`src/rtl/seg_scan_ctrl.sv`:
```
// Time-multiplexed 7-segment scan controller with a shared external decoder and frame-aligned word commit.
// Define SEG_SCAN_LZB_EN to enable leading-zero blanking of the upper digits.
module seg_scan_ctrl #(
  parameter int N_DIGITS     = 4,
  parameter int REFRESH_DIV  = 50000,
  parameter int BLANK_CYCLES = 500
) (
  input  logic                  clk,
  input  logic                  rst_n,
  input  logic [4*N_DIGITS-1:0] digits_in,
  input  logic                  load,
  input  logic [6:0]            seg_in,
  output logic [3:0]            bcd_out,
  output logic [6:0]            seg_out,
  output logic [N_DIGITS-1:0]   an_n,
  output logic                  frame_sync
);

  localparam int CNT_W = (REFRESH_DIV > 1) ? $clog2(REFRESH_DIV) : 1;
  localparam int IDX_W = (N_DIGITS > 1) ? $clog2(N_DIGITS) : 1;
  localparam logic [CNT_W-1:0] CNT_LAST  = CNT_W'(REFRESH_DIV - 1);
  localparam logic [CNT_W-1:0] CNT_BLANK = CNT_W'(BLANK_CYCLES);
  localparam logic [IDX_W-1:0] IDX_LAST  = IDX_W'(N_DIGITS - 1);

  typedef enum logic {
    ST_BLANK,
    ST_DRIVE
  } phase_e;

  logic [CNT_W-1:0]      div_cnt_q, div_cnt_d;
  logic [IDX_W-1:0]      idx_q, idx_d;
  logic [4*N_DIGITS-1:0] active_q, active_d;
  logic [4*N_DIGITS-1:0] pending_q, pending_d;
  logic                  pend_q, pend_d;
  logic [6:0]            seg_q, seg_d;
  logic                  frame_sync_q, frame_sync_d;

  phase_e     phase;
  logic [3:0] nibble;
  logic       invalid;
  logic       hide;
  logic       slot_end;
  logic       frame_end;
`ifdef SEG_SCAN_LZB_EN
  logic       suppress;
`endif

  // Slot decode: the current digit, whether it may be shown, and which anode (if any) is pulled low.
  always_comb begin
    nibble = 4'h0;
    for (int k = 0; k < N_DIGITS; k++) begin
      if (idx_q == IDX_W'(k)) nibble = active_q[4*k +: 4];
    end
    invalid = (nibble > 4'd9);
`ifdef SEG_SCAN_LZB_EN
    suppress = 1'b0;
    for (int k = 1; k < N_DIGITS; k++) begin
      if (idx_q == IDX_W'(k)) suppress = ((active_q >> (4*k)) == '0);
    end
    hide = invalid | suppress;
`else
    hide = invalid;
`endif
    phase   = (div_cnt_q < CNT_BLANK) ? ST_BLANK : ST_DRIVE;
    bcd_out = invalid ? 4'h0 : nibble;
    for (int k = 0; k < N_DIGITS; k++) begin
      an_n[k] = !((phase == ST_DRIVE) && !hide && (idx_q == IDX_W'(k)));
    end
  end

  // A load on the commit cycle still lands in pending, so it waits for the following frame end.
  always_comb begin
    slot_end     = (div_cnt_q == CNT_LAST);
    frame_end    = slot_end && (idx_q == IDX_LAST);
    div_cnt_d    = slot_end ? '0 : div_cnt_q + CNT_W'(1);
    idx_d        = idx_q;
    active_d     = active_q;
    pending_d    = pending_q;
    pend_d       = pend_q;
    frame_sync_d = 1'b0;
    seg_d        = hide ? 7'b0 : seg_in;
    if (slot_end) idx_d = (idx_q == IDX_LAST) ? '0 : idx_q + IDX_W'(1);
    if (frame_end && pend_q) begin
      active_d     = pending_q;
      pend_d       = 1'b0;
      frame_sync_d = 1'b1;
    end
    if (load) begin
      pending_d = digits_in;
      pend_d    = 1'b1;
    end
  end

  always_ff @(posedge clk or negedge rst_n) begin
    if (!rst_n) begin
      div_cnt_q    <= '0;
      idx_q        <= '0;
      active_q     <= '0;
      pending_q    <= '0;
      pend_q       <= 1'b0;
      seg_q        <= 7'b0;
      frame_sync_q <= 1'b0;
    end else begin
      div_cnt_q    <= div_cnt_d;
      idx_q        <= idx_d;
      active_q     <= active_d;
      pending_q    <= pending_d;
      pend_q       <= pend_d;
      seg_q        <= seg_d;
      frame_sync_q <= frame_sync_d;
    end
  end

  assign seg_out    = seg_q;
  assign frame_sync = frame_sync_q;

endmodule

```
`config.mk`:
```
export PLATFORM = sky130hd
export DESIGN_NAME = seg_scan_ctrl
export DESIGN_NICKNAME = d
export VERILOG_FILES = /design/src/rtl/seg_scan_ctrl.sv
export SDC_FILE = /design/constraint.sdc
export NUM_CORES = 1
export LEC_CHECK = 0
export ABC_AREA = 1
export CAP_MARGIN = 20
export CORE_ASPECT_RATIO = 1.4
export CORE_MARGIN = 8
export CORE_UTILIZATION = 50
export DETAILED_ROUTE_END_ITERATION = 6
export GPL_TIMING_DRIVEN = 0
export HOLD_SLACK_MARGIN = 0.08
export PLACE_DENSITY_LB_ADDON = 0.08
export REMOVE_ABC_BUFFERS = 1
export SYNTH_ARGS = -nofsm -noshare
export SYNTH_HDL_FRONTEND = slang
export SYNTH_SLANG_ARGS = --single-unit
```
`constraint.sdc`:
```
create_clock -name clk -period 2 [get_ports clk]
set_input_delay 0.4 -clock clk [delete_from_list [all_inputs] [get_ports clk]]
set_output_delay 0.4 -clock clk [all_outputs]
set_load 0.01 [all_outputs]
```
==> reports/qor.log <==
qor: run_status.outcome finished with violations
qor: run_status.violations_in_the_final_reports negative setup slack
qor: routing.wl_met2 3310 um
qor: placed_design.gp_routability_congestion 0.854
qor: min_path.hold_path.startpoint active_q[14]
qor: routing.route.top_layer_used met4
qor: grt.grt_start_max_net_pins 36
qor: power.power.sequential.fraction 0.537
qor: yosys.netlist_instances 308
qor: setup_path.path_max_fanout 6
qor: power.vdd.ir_drop.worst 496 uV
qor: yosys.synth-seq-area-share 0.524
qor: timing.finalCritPeriodShare 1.16
qor: clock_tree.ctsLongestPathBuffers 2
qor: setup_path.timing_worst_setup_path_type reg -> out
qor: setup_path.r2r_start idx_q[0]
qor: floorplan.floorplan.rows 32
qor: clock_tree.cts_tree yes
qor: timing.final.setup_skew 0.00939 ns
qor: final_layout.layout.cells.non_filler 443
qor: timing.fmax 432 MHz
qor: routing.met1Wirelength 2470 um
qor: yosys.mappedNetlistArea 2820 um^2
qor: clock_tree.clock_tree.root_cell sky130_fd_sc_hd__clkbuf_8
qor: placed_design.place.port_buffers 41
qor: min_path.hold_path_end active_q[14]
qor: setup_path.cp_data_arrival_time 1.92 ns
qor: routing.routed-via-count 2228
qor: timing.period_minus_slack 2.32 ns
qor: placed_design.post-place-cells 410
qor: yosys.synth-edff-count 0
qor: yosys.synth_area_leaders sky130_fd_sc_hd__dfrtp_1 (52%), sky130_fd_sc_hd__nand2_1 (9.1%), sky130_fd_sc_hd__inv_1 (5.5%)
qor: timing.relSlewSlack 0.384
qor: power.share_clk_of_total_power 0.397
qor: floorplan.die_h 105 um
qor: timing.timing.hold.ws 0.483 ns
qor: clock_tree.cts-buffers-inserted 9
qor: final_layout.fillers 456
qor: power.leakagePower 1.71 nW
qor: timing.worst-slew-pin-transition 0.921 ns
qor: setup_path.cp-start-kind register
qor: min_path.type_of_the_worst_min_delay_path reg -> reg
qor: timing.setup_viol_count_final 8
qor: grt.grt.overflow.total 0
qor: yosys.netlist-cell-type-count 31
qor: routing.remaining_drc_errors 0
qor: power.cellPowerDensity 633 nW/um^2
qor: floorplan.full_die_area 8320 um^2
qor: clock_tree.worst_setup_hold_path_clk_slew 0.07 ns
qor: routing.drt-total-wl 6150 um
qor: clock_tree.h_tree_level_count 3
qor: yosys.syn_avg_cell_area 9.14 um^2
qor: yosys.synth.most_common_cell sky130_fd_sc_hd__nand2_1
qor: grt.via_count_of_the_first_global_routing_pass 2256
qor: floorplan.design.portCount 42
qor: routing.routed_via_density 5.03
qor: grt.grt_antenna_before_repair 0
qor: timing.postLayoutSetupSlackWorst -0.317 ns
qor: power.combPwrFrac 0.066
qor: final_layout.area_growth 29.4%
qor: yosys.synth_largest_area_cell sky130_fd_sc_hd__dfrtp_1
qor: final_layout.final_area 3640 um^2
qor: setup_path.cp.required 1.60 ns
qor: min_path.hold_path_depth 2
qor: setup_path.r2r_slack 0.26 ns
qor: setup_path.cpMaxStageDelayCell sky130_fd_sc_hd__dfrtp_2
qor: power.total_power 2.31 mW
qor: yosys.ys_dominant_reg_cell sky130_fd_sc_hd__dfrtp_1
qor: final_layout.drive_above_1_share 0.264
qor: power.power.net_switching 0.531 mW
qor: yosys.synth_seq_cells 59
qor: setup_path.crit_path_end_kind output pin
qor: setup_path.path_cells buf_6, ha_4, a21oi_2, nand2_2, a21oi_4, nand2_4, buf_6, a21oi_2, buf_2
qor: grt.grt_usage 0.159
qor: yosys.post-synth-top-area-fraction 0.524
qor: setup_path.worst_r2r_path_depth 9
qor: power.internal-power 1.78 mW
qor: final_layout.final_nets 402
qor: yosys.synth-async-reset-ratio 1.00
qor: floorplan.core-area 5490 um^2
qor: routing.drtAntennaViolNets 0
qor: placed_design.dp_hpwl 4260 um
qor: routing.met3_wirelength 255 um
qor: clock_tree.cts_sinks 59
qor: yosys.ys_top_cells_by_count sky130_fd_sc_hd__nand2_1 (68), sky130_fd_sc_hd__dfrtp_1 (59), sky130_fd_sc_hd__inv_1 (41)
qor: placed_design.placed_cell_area 3260 um^2
qor: routing.avgRoutedWirePerCell 13.9 um
qor: setup_path.r2r_end seg_out[4]
qor: final_layout.inserted_diodes 0
qor: routing.initialDrtViolationCount 134
qor: timing.final-hold-violation-count 0
qor: power.netSwitchingFraction 0.230
qor: setup_path.stage_delay_of_the_slowest_cell_on_the_critical_path 0.44 ns
qor: grt.grt_first_pass_wirelength 10400 um
qor: floorplan.die_w 79.4 um
qor: timing.final_slew_violations 0
qor: yosys.synth-warning-count 0
qor: run.maxCapViolations 0
qor: routing.firstDrtPassIters 4
qor: clock_tree.insertion_delay 0.34 ns
qor: timing.unrepaired_setup_endpoints_after_global_routing yes
qor: floorplan.starting_density_of_the_core 0.513
[worst max path at each step]
stage | startpoint | endpoint | slack, ns | cells after the start
floorplan | idx_q[0] | an_n[0] | -0.12 | 8
global placement | rst_n | pending_q[13] | -1.39 | 1
detailed placement | idx_q[1] | an_n[1] | -0.86 | 10
CTS | idx_q[1] | bcd_out[1] | -0.37 | 9
global route | idx_q[0] | an_n[0] | -0.41 | 9
finish | idx_q[1] | bcd_out[0] | -0.32 | 9
[power groups by stage]
stage	registers, mW	clock network [mW]	logic [mW]
3_5_place_dp	1.26	0	0.156
4_1_cts	1.24	0.940	0.158
2_1_floorplan	1.26	0	0.0439
5_1_grt	1.24	1.00	0.175
6_report	1.24	0.917	0.152
3_3_place_gp	1.26	0	0.148
[sequential cells by signal, summed over array words and instances (netlist names)]
| signal | count |
|---|---|
| idx_q | 2 |
| frame_sync | 1 |
| div_cnt_q | 16 |
| active_q | 16 |
| seg_out | 7 |
| pend_q | 1 |
| pending_q | 16 |
[timing repair]
item	in CTS	in global routing
setup endpoints to repair	8	24
cloned	0	1
pin swaps	4	7
resized for setup	52	12
hold endpoints to repair	1	0
hold buffers	1	0
buffers inserted	5	11
[routing by layer]
layer,up-vias,track usage
li1,1111,-
met1,1059,0.173
met2,47,0.276
met3,11,0.0515
met4,0,0.0638
met5,-,0
[layout by cell type, fill, tap and decap left out, types with 3 or more instances in the layout]
cell / n
sky130_fd_sc_hd__buf_2: 9
sky130_fd_sc_hd__a21oi_2: 5
sky130_fd_sc_hd__o21ai_2: 16
sky130_fd_sc_hd__a21oi_1: 6
sky130_fd_sc_hd__nand2_2: 6
sky130_fd_sc_hd__nor2_2: 4
sky130_fd_sc_hd__dfrtp_1: 57
sky130_fd_sc_hd__inv_1: 38
sky130_fd_sc_hd__o21ai_0: 26
sky130_fd_sc_hd__clkbuf_8: 10
sky130_fd_sc_hd__xor2_1: 5
sky130_fd_sc_hd__nand2_1: 63
sky130_fd_sc_hd__clkdlybuf4s50_1: 32
sky130_fd_sc_hd__nand3_1: 16
sky130_fd_sc_hd__ha_4: 4
sky130_fd_sc_hd__inv_4: 4
sky130_fd_sc_hd__buf_4: 14
sky130_fd_sc_hd__a21boi_2: 7
sky130_fd_sc_hd__nor2_1: 17
sky130_fd_sc_hd__clkinv_2: 3
sky130_fd_sc_hd__inv_2: 3
[cell families (layout without fill, tap and decap cells)]
kind of cell,Yosys count,in the layout,share of synthesized area
AND/OR/NAND/NOR,122,123,0.194
AO/OA/AOI/OAI,64,64,0.161
flip-flops,59,59,0.524
buffers and inverters,53,119,0.0827
adder cells (fa/ha/maj),5,5,0.0222
XOR/XNOR,5,5,0.0156
[layout make-up]
cell class	count	area [um^2]	area share
Clock buffer	12	145	0.0398
Clock inverter	3	15.0	0.00412
Inverter	45	179	0.0491
Multi-Input combinational cell	197	1220	0.334
Sequential cell	59	1480	0.406
Tap cell	68	85.1	0.0234
Timing Repair Buffer	59	523	0.144
[metrics by stage]
stage | TNS, ns | util | setup WS, ns
final | -2.30 | 0.664 | -0.317
after global routing | -3.00 | 0.664 | -0.409
after CTS | -2.44 | 0.639 | -0.368
after detailed placement | -6.39 | 0.595 | -0.861
after global placement | -87.93 | 0.592 | -1.39
after floorplan | -0.577 | - | -0.115
[worst max-delay path, delay by kind of cell, from the launching register on]
kind	cells	cell delay, ns
AO/OA/AOI/OAI	3	0.39
adder cells (fa/ha/maj)	1	0.18
buffers and inverters	3	0.40
flip-flops	1	0.44
AND/OR/NAND/NOR	2	0.17
(Power assumes the default switching activity.)
